--- src/rtl/render_queue.sv ---
// render_queue: CPU-fed (Avalon-MM) circular queue of 48-bit render
// instructions. The display engine reads the head combinationally and
// pops it. A sentinel is shown whenever the queue is empty.
module render_queue #(
  parameter int DEPTH = 25,
  parameter int CW    = 5
) (
  input  logic        clk50,
  input  logic        reset,
  input  logic        chipselect,
  input  logic        write,
  input  logic        read,
  input  logic [1:0]  address,
  input  logic [15:0] writedata,
  output logic [15:0] readdata,
  output logic [47:0] render_queue_dout,
  input  logic        render_queue_pop_front
);

  localparam int          AW       = (DEPTH > 1) ? $clog2(DEPTH) : 1;
  localparam logic [47:0] SENTINEL = 48'hFF00_0000_0000;

  logic [47:0]   mem [DEPTH];
  logic [AW-1:0] head_q, head_d, tail_q, tail_d;
  logic [CW-1:0] count_q, count_d;
  logic          ovf_q, ovf_d;
  logic [7:0]    magic_q, magic_d, flags_q, flags_d;
  logic [15:0]   x_q, x_d;
  logic [15:0]   rdata_q, rdata_d;

  logic          wr_en, rd_en, empty, full;
  logic          push_req, push_ok, pop_ok;
  logic [4:0]    cnt5;
  logic [15:0]   status;
  logic [47:0]   entry;

  // Pointer advance with wrap at DEPTH-1 (DEPTH need not be a power of 2).
  function automatic logic [AW-1:0] nxt(input logic [AW-1:0] p);
    return (p == AW'(DEPTH - 1)) ? '0 : p + 1'b1;
  endfunction

  assign wr_en    = chipselect & write;
  assign rd_en    = chipselect & read;
  assign empty    = (count_q == '0);
  assign full     = (count_q == CW'(DEPTH));
  assign pop_ok   = render_queue_pop_front & ~empty;
  assign push_req = wr_en & (address == 2'd2);
  // A push into a full queue still fits if the head leaves in the same cycle.
  assign push_ok  = push_req & (~full | pop_ok);
  // y goes straight from writedata into the entry, so it is never staged.
  assign entry    = {magic_q, x_q, writedata, flags_q};
  assign cnt5     = 5'(count_q);
  assign status   = {8'h00, ovf_q, empty, full, cnt5};

  assign render_queue_dout = empty ? SENTINEL : mem[head_q];
  assign readdata          = rdata_q;

  // Next-state for pointers, count, overflow flag, staging and readback.
  always_comb begin
    head_d  = head_q;
    tail_d  = tail_q;
    count_d = count_q;
    ovf_d   = ovf_q;
    magic_d = magic_q;
    flags_d = flags_q;
    x_d     = x_q;
    rdata_d = '0;

    if (pop_ok)  head_d = nxt(head_q);
    if (push_ok) tail_d = nxt(tail_q);
    case ({push_ok, pop_ok})
      2'b10:   count_d = count_q + 1'b1;
      2'b01:   count_d = count_q - 1'b1;
      default: count_d = count_q;
    endcase

    if (wr_en) begin
      case (address)
        2'd0: begin magic_d = writedata[15:8]; flags_d = writedata[7:0]; end
        2'd1: x_d = writedata;
        default: ;
      endcase
    end

    // Clear wins over a same-cycle set.
    if (push_req && full && !pop_ok) ovf_d = 1'b1;
    if (wr_en && address == 2'd3)    ovf_d = 1'b0;

    if (rd_en && address == 2'd3) rdata_d = status;
  end

  // State registers with synchronous reset; reset masks all requests.
  always_ff @(posedge clk50) begin
    if (reset) begin
      head_q  <= '0;
      tail_q  <= '0;
      count_q <= '0;
      ovf_q   <= 1'b0;
      magic_q <= '0;
      flags_q <= '0;
      x_q     <= '0;
      rdata_q <= '0;
    end else begin
      head_q  <= head_d;
      tail_q  <= tail_d;
      count_q <= count_d;
      ovf_q   <= ovf_d;
      magic_q <= magic_d;
      flags_q <= flags_d;
      x_q     <= x_d;
      rdata_q <= rdata_d;
    end
  end

  // Entry storage; contents need no reset since count gates visibility.
  always_ff @(posedge clk50) begin
    if (!reset && push_ok) mem[tail_q] <= entry;
  end

endmodule

--- config.mk ---
export PLATFORM = sky130hd
export DESIGN_NAME = render_queue
export DESIGN_NICKNAME = d
export VERILOG_FILES = /design/src/rtl/render_queue.sv
export SDC_FILE = /design/constraint.sdc
export NUM_CORES = 1
export LEC_CHECK = 0
export CAP_MARGIN = 20
export CORE_MARGIN = 3
export CORE_UTILIZATION = 46
export CTS_BUF_LIST = sky130_fd_sc_hd__clkbuf_16
export DETAILED_ROUTE_END_ITERATION = 8
export GPL_ROUTABILITY_DRIVEN = 0
export PLACE_DENSITY = 0.62
export SYNTH_ARGS = -nofsm -noshare
export SYNTH_HDL_FRONTEND = slang
export SYNTH_SLANG_ARGS = --single-unit
--- constraint.sdc ---
create_clock -name clk50 -period 10.8 [get_ports clk50]
set_input_delay 2.7 -clock clk50 [delete_from_list [all_inputs] [get_ports clk50]]
set_output_delay 2.7 -clock clk50 [all_outputs]
set_load 0.01 [all_outputs]
==> impl_metrics.yaml <==
worst_setup_path:
  arrival_ps: 5150
  worst_setup_path_end_kind: "primary output"
  r2r_cells: 6
  crit_top_cell: "buf_4"
  r2r-start: "cnt5[2]"
  reg2reg_to: "mem[14][30]"
  crit_chain: "buf_4, buf_4, mux4_2, a22o_1, nor3_1, a311oi_1, clkdlybuf4s50_1"
  cp_slowest_stage_delay_ps: 1000
  reg2reg_slack_ps: 7100
  worst-setup-path-type: "flop to primary output"
  cp-start-kind: "flop"
  worstPathRequired_ps: 8100
  worst_path_max_delay_cell: "dfxtp_4"
  worstPathMaxFanout: 49
layout:
  area_growth_pct: 14.04
  final_nets: 2549
  final_cell_mix: "edfxtp_1, mux4_2, nand2_1"
  layout-drive-gt1-share_pct: 19.92
  final_cells: 3996
  antenna_cells: 0
  layout_commonest_cell: "edfxtp_1"
power:
  leakage_nw: 16.45
  ir_worst_vdd_uv: 222.6
  power_density_mw_per_mm2: 215.2
  p_total_mw: 11.83
placement:
  io_buffer_count: 79
  hpwl_microns: 60170
  dp_cells: 3760
min_path:
  hold_end: "readdata[7]"
  holdPathStages: 1
  hold_start: "ovf_q"
  hp-class: "flop to flop"
floorplan:
  initial_utilization_pct: 46.45
  row_count: 118
  die_area_sq_mm: 0.1087
  io_pins: 88
  die_y_microns: 329.7
  die_w_microns: 329.7
  core_sq_mm: 0.1038
clock_tree:
  cts_buffer_depth: 3
  path_clk_slew_ps: 60
  post_cts_resized: 0
  post_cts_buffers: 0
  cts_hold_buffers: 0
  cts_sinks: 1261
  clk_latency_ps: 740
  cts_root_buf: "clkbuf_16"
  htreeDepth: 4
  cts_tree: "yes"
  numCtsBuffers: 130
yosys:
  synth-main-ff-cell: "edfxtp_1"
  yosysSeqAreaShare_pct: 77.28
  synthesis.area_sq_mm: 0.04821
  yosysWarningCount: 0
  syn_area_per_cell_sq_um: 20.26
  synth_enable_flop_cells: 1200
  async_flop_share_pct: 0
  ys_types: 53
  syn_inst: 2380
  synth_seq_cells: 1261
sta:
  slew_headroom_pct: 24.59
  slew_violations: 0
  clock-skew-final_ps: 24.85
  finalHoldViolCount: 0
  fmax_ghz: 0.1274
  tns_ps: 0
  tightest_slew_ps: 1131
  fin_crit_ps: 7848
  rsz0062_at_grt: "no"
  finalSetupViolations: 0
  finalCritPeriodShare_pct: 72.67
grt:
  track_usage_pct: 22.29
  grt_pass1_vias: 24880
  grt_max_degree: 67
  grt_remaining_overflow: 0
  grt_pass1_wl_microns: 173600
  antenna_found_initial: 0
route:
  drtPass1Iterations: 5
  wl_per_cell_microns: 29.99
  via_count: 24300
  viasPerCell: 6.082
  drt_iter0_drc: 2761
  ant_nets: 0
  route.detailed.drc: 0
  routed_wl_microns: 119800
run_status:
  status: "finished clean"
run:
  drv_cap: 0
==> stage by stage <==
stage               util [%]  hold slack, ps  instance area [sq um]  worst slack, ps
finish                 52.97           492.3                  54980             2952
global route           52.97           499.8                  54980             2575
CTS                    52.90           473.1                  54910             2805
detailed placement     48.88           460.0                  50740             3637
global placement       48.84           447.2                  50690             3645
floorplan                  -           430.7                  48240             3804
==> worst max-delay path: cells and delay by family (launching register included) <==
family / cells / cell delay (ps)
AOI/OAI and AO/OA: 2 / 960
buffers and inverters: 3 / 2030
DFF: 1 / 1000
muxes: 1 / 350
and+or+nand+nor: 1 / 50
==> where the power goes <==
group	total [mW]	internal, mW	leakage, nW	switching (mW)
registers	5.43	5.34	10.9	0.0950
clock network	4.31	2.42	2.14	1.89
logic	2.09	0.997	3.38	1.09
==> logic make-up (layout without fill, tap and decap cells) <==
family                   Yosys count  after routing  synth area share [%]
flip-flops                      1261           1261                 77.28
other                              1              8              0.007778
AO/OA/AOI/OAI                    266            266                 4.173
multiplexers                     368            368                 13.69
AND/OR/NAND/NOR                  307            307                 2.800
adder cells (fa/ha/maj)           10             10                0.2751
XOR/XNOR                          10             10                0.1817
buffers and inverters            157            386                 1.593
==> cell usage after synthesis, types with 4 or more instances <==
cell	count	share of area (%)
a21oi_1	48	0.50
nor3_1	26	0.27
mux2i_1	124	2.6
a311oi_1	33	0.60
nand3_1	31	0.32
dfxtp_1	61	2.5
xnor2_1	4	0.073
a22oi_1	53	0.83
a211oi_1	6	0.093
nor4_1	4	0.052
and2_1	8	0.10
o21a_1	11	0.17
edfxtp_1	1200	75
ha_1	9	0.23
clkbuf_1	60	0.47
inv_1	11	0.086
mux2_2	12	0.28
mux4_2	232	11
nand2_1	152	1.2
buf_1	9	0.070
a221oi_1	17	0.31
o21ai_0	8	0.083
nor2b_1	12	0.16
buf_2	47	0.49
nor2_1	55	0.43
a21o_1	9	0.14
a2111oi_0	7	0.13
buf_4	26	0.40
a32o_1	4	0.083
xor2_1	6	0.11
a22o_1	46	0.84
o221ai_1	10	0.18
nand4_1	4	0.052
==> worst max-delay path by stage <==
stage,startpoint,endpoint,slack [ps],cells after the start
after floorplan,address[0],mem[24][0],3800,3
after global placement,flop,render_queue_dout[0],3640,7
after detailed placement,flop,render_queue_dout[0],3640,7
after CTS,flop,render_queue_dout[0],2800,7
after global routing,flop,render_queue_dout[0],2570,7
final,flop,render_queue_dout[0],2950,7
==> registers in the layout, summed over array words and instances, names as in the netlist, named ones only <==
register	flops
cnt5	5
flags_q	8
head_q	5
magic_q	8
mem	1200
ovf_q	1
readdata	8
tail_q	5
x_q	16
==> layer usage <==
layer	track usage (%)	vias up	share of wire, %
met3	3.871	197	7.7
met4	6.753	0	2.5
li1	-	10080	-
met2	36.82	1094	50
met5	0	-	0
met1	30.59	12930	40
==> final cells by class <==
cell class	instances	area, sq um
Fill cell	7973	48810
Sequential cell	1261	37270
Multi-Input combinational cell	969	10430
Clock buffer	130	3253
Tap cell	1380	1727
Timing Repair Buffer	141	1331
Clock inverter	103	919.6
Inverter	12	45.04
Note: power is estimated with default switching activity, not from simulation.
